<file path="config.mk">
export PLATFORM = sky130hd
export DESIGN_NAME = phoenix_ni_tx
export DESIGN_NICKNAME = d
export VERILOG_FILES = /design/src/rtl/phoenix_ni_tx_pkg.sv /design/src/rtl/phoenix_ni_fifo.sv /design/src/rtl/phoenix_ni_tx.sv
export SDC_FILE = /design/constraint.sdc
export NUM_CORES = 1
export LEC_CHECK = 0
export CAP_MARGIN = 10
export CELL_PAD_IN_SITES_DETAIL_PLACEMENT = 2
export CELL_PAD_IN_SITES_GLOBAL_PLACEMENT = 2
export CORE_MARGIN = 5
export CORE_UTILIZATION = 41
export DETAILED_ROUTE_END_ITERATION = 16
export HOLD_SLACK_MARGIN = 0.02
export PLACE_DENSITY = 0.87
export SYNTH_ARGS = -nofsm -noshare
export SYNTH_HDL_FRONTEND = slang
export SYNTH_HIERARCHICAL = 1
export SYNTH_SLANG_ARGS = --single-unit
</file>
<file path="constraint.sdc">
create_clock -name i_clk -period 6.31 [get_ports i_clk]
set_input_delay 1.5775 -clock i_clk [delete_from_list [all_inputs] [get_ports i_clk]]
set_output_delay 1.5775 -clock i_clk [all_outputs]
set_load 0.005 [all_outputs]
</file>
<file path="src/rtl/phoenix_ni_tx_pkg.sv">
// Shared constants for the Phoenix NoC local-port injector: flit width,
// FSM state encodings and flit-position indices within a packet.
package phoenix_ni_tx_pkg;

  localparam int TAM_FLIT_DEF = 16;

  localparam logic [1:0] ST_IDLE    = 2'd0;
  localparam logic [1:0] ST_HEADER  = 2'd1;
  localparam logic [1:0] ST_SIZE    = 2'd2;
  localparam logic [1:0] ST_PAYLOAD = 2'd3;

  // Position of the framing flits inside a packet on the wire.
  localparam int FLIT_HEADER = 0;
  localparam int FLIT_SIZE   = 1;

endpackage

</file>
<file path="src/rtl/phoenix_ni_fifo.sv">
// First-word-fall-through payload FIFO with registered full/empty flags;
// a write while full is dropped even if a read happens in the same cycle.
module phoenix_ni_fifo #(
  parameter int WIDTH = 16,
  parameter int DEPTH = 8
) (
  input  logic             i_clk,
  input  logic             i_rst,
  input  logic             i_wr_en,
  input  logic [WIDTH-1:0] i_wr_data,
  input  logic             i_rd_en,
  output logic [WIDTH-1:0] o_rd_data,
  output logic             o_full,
  output logic             o_empty
);

  localparam int AW = $clog2(DEPTH);

  logic [WIDTH-1:0] mem [DEPTH];
  logic [AW:0]      wr_ptr;
  logic [AW:0]      rd_ptr;
  logic             wr_ok;
  logic             rd_ok;

  assign o_empty   = (wr_ptr == rd_ptr);
  assign o_full    = (wr_ptr[AW] != rd_ptr[AW]) && (wr_ptr[AW-1:0] == rd_ptr[AW-1:0]);
  assign wr_ok     = i_wr_en && !o_full;
  assign rd_ok     = i_rd_en && !o_empty;
  assign o_rd_data = mem[rd_ptr[AW-1:0]];

  // NOTE: storage has no reset; emptiness is defined by the pointers alone,
  // so clearing them is enough and keeps the array as plain RAM.
  always_ff @(posedge i_clk) begin
    if (wr_ok) mem[wr_ptr[AW-1:0]] <= i_wr_data;
  end

  always_ff @(posedge i_clk or negedge i_rst) begin
    if (!i_rst) begin
      wr_ptr <= '0;
      rd_ptr <= '0;
    end else begin
      if (wr_ok) wr_ptr <= wr_ptr + (AW+1)'(1);
      if (rd_ok) rd_ptr <= rd_ptr + (AW+1)'(1);
    end
  end

endmodule

</file>
<file path="src/rtl/phoenix_ni_tx.sv">
// Phoenix NoC local-port injector: serialises header, size and payload flits
// under credit flow control. Statistics counters exist only with PHOENIX_NI_TX_STATS_EN.
module phoenix_ni_tx
  import phoenix_ni_tx_pkg::*;
#(
  parameter int TAM_FLIT   = TAM_FLIT_DEF,
  parameter int FIFO_DEPTH = 8
) (
  input  logic                i_clk,
  input  logic                i_rst,
  input  logic                i_req,
  input  logic [TAM_FLIT-1:0] i_target,
  input  logic [TAM_FLIT-1:0] i_size,
  output logic                o_ready,
  input  logic                i_pl_valid,
  input  logic [TAM_FLIT-1:0] i_pl_data,
  output logic                o_pl_ready,
  input  logic                i_credit,
  output logic                o_tx,
  output logic [TAM_FLIT-1:0] o_data,
  output logic                o_clk_tx,
  output logic [31:0]         o_pkt_cnt,
  output logic [31:0]         o_stall_cnt
);

  logic [1:0]          state;
  logic [TAM_FLIT-1:0] size_q;
  logic [TAM_FLIT-1:0] remaining;
  logic [TAM_FLIT-1:0] fifo_head;
  logic                fifo_full;
  logic                fifo_empty;
  logic                xfer;
  logic                last_flit;
  logic                load_head;

  assign o_clk_tx   = i_clk;
  assign o_pl_ready = !fifo_full;

  phoenix_ni_fifo #(
    .WIDTH (TAM_FLIT),
    .DEPTH (FIFO_DEPTH)
  ) u_fifo (
    .i_clk     (i_clk),
    .i_rst     (i_rst),
    .i_wr_en   (i_pl_valid),
    .i_wr_data (i_pl_data),
    .i_rd_en   (load_head),
    .o_rd_data (fifo_head),
    .o_full    (fifo_full),
    .o_empty   (fifo_empty)
  );

  // NOTE: every signal gets a default before the case so no path infers a latch.
  always_comb begin
    xfer      = o_tx && i_credit;
    last_flit = 1'b0;
    load_head = 1'b0;
    case (state)
      ST_SIZE: begin
        last_flit = (size_q == '0);
        load_head = xfer && !last_flit && !fifo_empty;
      end
      ST_PAYLOAD: begin
        last_flit = (remaining == TAM_FLIT'(1));
        // Refill after a non-final transfer, or end a bubble once data arrives.
        load_head = !fifo_empty && (xfer ? !last_flit : !o_tx);
      end
      default: ;
    endcase
  end

  // NOTE: state registers use non-blocking assignments so every flop samples
  // pre-edge values regardless of statement order.
  always_ff @(posedge i_clk or negedge i_rst) begin
    if (!i_rst) begin
      state     <= ST_IDLE;
      o_tx      <= 1'b0;
      o_data    <= '0;
      o_ready   <= 1'b1;
      size_q    <= '0;
      remaining <= '0;
    end else begin
      case (state)
        ST_IDLE: begin
          if (i_req) begin
            o_data  <= i_target;
            size_q  <= i_size;
            o_tx    <= 1'b1;
            o_ready <= 1'b0;
            state   <= ST_HEADER;
          end
        end
        ST_HEADER: begin
          if (xfer) begin
            o_data <= size_q;
            state  <= ST_SIZE;
          end
        end
        ST_SIZE: begin
          if (xfer) begin
            if (last_flit) begin
              o_tx    <= 1'b0;
              o_ready <= 1'b1;
              state   <= ST_IDLE;
            end else begin
              remaining <= size_q;
              o_tx      <= load_head;
              state     <= ST_PAYLOAD;
            end
          end
        end
        ST_PAYLOAD: begin
          if (xfer && last_flit) begin
            o_tx    <= 1'b0;
            o_ready <= 1'b1;
            state   <= ST_IDLE;
          end else if (xfer || !o_tx) begin
            o_tx <= load_head;
            if (xfer) remaining <= remaining - TAM_FLIT'(1);
          end
        end
        default: state <= ST_IDLE;
      endcase
      if (load_head) o_data <= fifo_head;
    end
  end

`ifdef PHOENIX_NI_TX_STATS_EN
  logic [31:0] pkt_cnt_q;
  logic [31:0] stall_cnt_q;

  always_ff @(posedge i_clk or negedge i_rst) begin
    if (!i_rst) begin
      pkt_cnt_q   <= '0;
      stall_cnt_q <= '0;
    end else begin
      if (xfer && last_flit) pkt_cnt_q <= pkt_cnt_q + 32'd1;
      if (o_tx && !i_credit) stall_cnt_q <= stall_cnt_q + 32'd1;
    end
  end

  assign o_pkt_cnt   = pkt_cnt_q;
  assign o_stall_cnt = stall_cnt_q;
`else
  assign o_pkt_cnt   = '0;
  assign o_stall_cnt = '0;
`endif

endmodule

</file>
Yosys cells after proc, flatten, opt, wreduce, memory -nomap -nowiden
Memories as Yosys holds them, arrays and structs flattened.
Index checks and enable logic that the tools add are counted.
{ "totals": {"ff_bits": 60, "ram_bits": 128, "input_bits": 53, "output_inout_bits": 84, "elab_cells": 88, "mem_count": 1} }
{ "memory_table": {"columns": ["memory", "words", "word_bits", "read_ports", "rd_clocked_by_memory_dff", "write_ports", "line", "text"], "rows": [
  ["u_fifo.mem", 8, 16, 1, 0, 1, "phoenix_ni_fifo.sv:19", "logic [WIDTH-1:0] mem [DEPTH];"]
]} }
{ "classes": {"n_addsub": 3, "eq_ne": 19, "muxes": 32, "reduce_logical": 25} }
{ "ops": {"columns": ["cell", "count"], "rows": [
  ["2-to-1 mux 16 bit", 8],
  ["case mux 16 bit (2 select lines)", 2],
  ["!= test 2 bit (second input constant)", 9],
  ["equality test 16 x 1 -> 1 bit (second input constant)", 1],
  ["zero test 16 bit", 1],
  ["subtractor 16 x 1 -> 16 bit (second input constant)", 1],
  ["2-to-1 mux 1 bit", 12],
  ["2-to-1 mux 2 bit", 5],
  ["adder 4 x 1 -> 4 bit (second input constant)", 2],
  ["logical AND 1 bit", 8],
  ["case mux 2 bit (4 select lines)", 1],
  ["AND reduction 4 bit", 2],
  ["!= test 3 x 2 -> 1 bit (second input constant)", 2],
  ["case mux 1 bit (3 select lines)", 2],
  ["AND reduction 6 bit", 1],
  ["nonzero test 3 bit", 2],
  ["zero test 1 bit", 5],
  ["AND reduction 5 bit", 1],
  ["equality test 2 bit (second input constant)", 2],
  ["equality test 4 bit", 1],
  ["case mux 1 bit (2 select lines)", 2],
  ["equality test 3 bit", 1],
  ["!= test 3 bit (second input constant)", 1],
  ["AND reduction 3 bit", 1],
  ["other kinds (6)", 6]
]} }

Longest topological paths before layout
{ "depth": {"word_depth": 8, "ltp_mapped": 10, "mapped_depth_nobuf": 8} }

Modules after synthesis
Netlist, hierarchy kept.
{ "modules_own_cells": {"columns": ["mod", "instances", "cells_each", "area_each_um2", "seq_area_each_um2"], "rows": [
  ["phoenix_ni_fifo", 1, 244, 5496.5, 4043.9],
  ["phoenix_ni_tx", 1, 354, 3512.1, 1302.5]
]} }

==> results.md <==
* Worst R2R Path Depth at 7
* Share of the synthesized area in the top cell type at between 40% and 50%
* Clock latency at the later pin of the worst-skew pair at ~0.55 ns
* Max-cap violations at 0
* Hold Path Class: flip-flop to flip-flop
* Antenna violations before repair at 0
* Fin util at ~48%
* Slew margin rel. at 22.84%
* First-pass GRT wire length at roughly 37000 µm
* Post-CTS Resized at 0
* WL met3 at 1040 µm
* Die extent in y at roughly 160 µm
* Ys async rst share at 31.91%
* Post-synth top area cell: edfxtp_1
* Synth top area cells: edfxtp_1, dfrtp_1, buf_4, mux4_2, mux2_2
* Num rows at between 50 and 60
* Max layer used: met4
* Clock transition at path regs at approximately 0.08 ns
* Post-DP HPWL at 15740 µm
* GRT Residual Overflow at 0
* YS warnings at 6
* Initial Util at between 40% and 50%
* Element type at the critical path start: clock port
* GPL Wtd Cong at roughly 0.84
* Final Power at 4.838 mW
* Die footprint at 25040 µm²
* Final ANT Viol Nets at 0
* Sequential share of the synthesized area at 59.35%
* Unrepaired setup endpoints after global routing: no
* Outcome: completed
* Setup violations, final at 0
* Via/cell ratio at between 5 and 6
* Share of layout cells above drive strength 1 at a little over a fifth
* Hold buffer count at CTS at 0
* Worst setup EP type: primary output
* Arr. time, crit path at around 3.8 ns
* Post-DP Area at just under 10000 µm²
* Syn Area/Cell at about 15 µm²
* Hold Fails Final Rpt at 0
* Setup CP Type: clock port to primary output
* Synth Flop Type: edfxtp_1
* Vias in the first global route at approximately 5.8k
* Slew @ Worst Pin at ~1.2 ns
* Max FO, Critical Path at 2
* Post-synth top cells: edfxtp_1, buf_4, dfrtp_1, nor2_1, mux2_2
* Largest net degree at the start of global routing at 61
* Iter 0 DRT Violations at between 200 and 250
* Number of synthesized flops with an enable pin at between 100 and 150
* VDD IR max at 230.3 µV
* Ant diodes at 0
* Design Area, Final at 10440 µm²
* Post-synthesis cell type count at 70
* Ports at 137
* Lkg Pwr at 3.827 nW
* Cell with the most instances after synthesis: edfxtp_1
* Worst Skew at 0.01232 ns
* Setup TNS at 0 ns
* Final #Nets at slightly above 700
* DR WL/cell at approximately 25 µm
* CTS tree: yes
* Netlist Area Pre-Place at roughly 9000 µm²
* Core footprint at 21760 µm²
* WL met2 at about 13000 µm
* Pre-antenna DRT Iters at 4
* Area grow syn2layout at 15.89%
* Power Density at 463.4 nW/µm²
* Worst Hold Depth at 2
* Number of remaining DRC errors at 0
* WL met1 at 9872 µm
* Total track usage at 19.92%
* Worst Hold Margin at between 0.5 and 0.6 ns
* Seq cells post-synth at between 150 and 200
* Max Slew Vio Count at 0
* Required time worst endpoint at 4.73 ns
* Buffers on Ports at between 70 and 80
* Routed wire length at 24080 µm
* Syn Inst Count at 598
* Die width at around 160 µm
* Via Count at slightly above 5k
* Number of setup buffers added after CTS at 0
critical path, stage by stage:
cell	delay (ns)
clkbuf_16	0.12
clkbuf_16	0.13
clkdlybuf4s50_1	0.44
cells by family (layout without fill, tap and decap cells):
group	count (synthesis)	in the layout	synth area share, %
flops	188	188	59.35
mux	100	100	16.99
simple gates	106	106	7.070
compound gates	87	87	6.737
buf+inv	103	122	7.889
fa+ha+maj	4	4	0.5556
other cells	1	64	0.04163
xor+xnor	9	9	1.375
metal layers:
metal,GRT usage [%],vias to the layer above
met4,5.727,0
met3,3.390,22
met2,35.34,136
met1,25.14,2730
met5,0,-
li1,-,2304
stage by stage:
stage	setup slack [ns]	instances
2_1_floorplan	1.467	661
3_3_place_gp	1.164	924
3_5_place_dp	1.164	924
4_1_cts	0.8822	959
5_1_grt	0.8699	960
6_report	0.8955	960
registers in the layout (all words and copies together), names as in the netlist:
signal	cells
u_fifo/mem	128
o_data	16
remaining	16
size_q	16
u_fifo/rd_ptr	4
u_fifo/wr_ptr	4
state	2
o_ready	1
o_tx	1
area by class of cell:
cell class              count  area [µm²]
repair buffers             77       770.7
multi-input cells         370        3242
fillers                  2057       11320
well taps                 280       350.3
inverters                   9       33.78
clock buffers              21       510.5
flip-flops and latches    188        5348
clock inverters            15       185.2
cells in the final DEF, fill, tap and decap left out, types with 4 or more instances in the layout:
| cell | Yosys | final |
|---|---|---|
| nor2_2 | 1 | 5 |
| edfxtp_1 | 128 | 128 |
| nand2b_1 | 5 | 5 |
| mux2i_1 | 19 | 19 |
| xnor2_1 | 5 | 5 |
| a21oi_1 | 30 | 29 |
| inv_8 | 0 | 4 |
| o21ai_0 | 6 | 6 |
| mux4_2 | 22 | 22 |
| mux2_2 | 39 | 39 |
| buf_4 | 68 | 5 |
| nor2_1 | 41 | 37 |
| nor4_2 | 6 | 7 |
| conb_1 | 1 | 64 |
| nand2_1 | 8 | 8 |
| clkdlybuf4s50_1 | 0 | 71 |
| o21ai_1 | 10 | 10 |
| ha_1 | 4 | 4 |
| inv_1 | 9 | 9 |
| mux2_4 | 8 | 8 |
| nor3_1 | 12 | 9 |
| dfrtp_1 | 59 | 58 |
| clkinv_8 | 0 | 6 |
| clkbuf_16 | 0 | 20 |
| o31ai_1 | 11 | 11 |
| mux4_1 | 10 | 10 |
worst paths after layout:
| path | start | endpoint | slack (ns) |
|---|---|---|---|
| setup / recovery | i_clk | o_clk_tx | 0.90 |
| hold / removal | o_ready$_DFFE_PN1P_ | o_ready$_DFFE_PN1P_ | 0.51 |
| setup reg to reg | u_fifo/rd_ptr[2]$_DFFE_PN0P_ | u_fifo/rd_ptr[1]$_DFFE_PN0P_ | 2.99 |
| hold reg to reg | o_ready$_DFFE_PN1P_ | o_ready$_DFFE_PN1P_ | 0.51 |
| max in group asynchronous | i_rst | u_fifo/rd_ptr[0]$_DFFE_PN0P_ | 4.53 |
| min in group asynchronous | i_rst | state[0]$_DFFE_PN0P_ | 1.20 |
power breakdown:
group / total (mW) / switching (mW) / internal (mW) / leakage, nW
clock network: 1.20 / 0.565 / 0.631 / 0.334
registers: 1.94 / 0.305 / 1.63 / 1.87
logic: 1.71 / 0.874 / 0.833 / 1.62
total: 4.84 / 1.74 / 3.09 / 3.83
(Power assumes the default switching activity.)
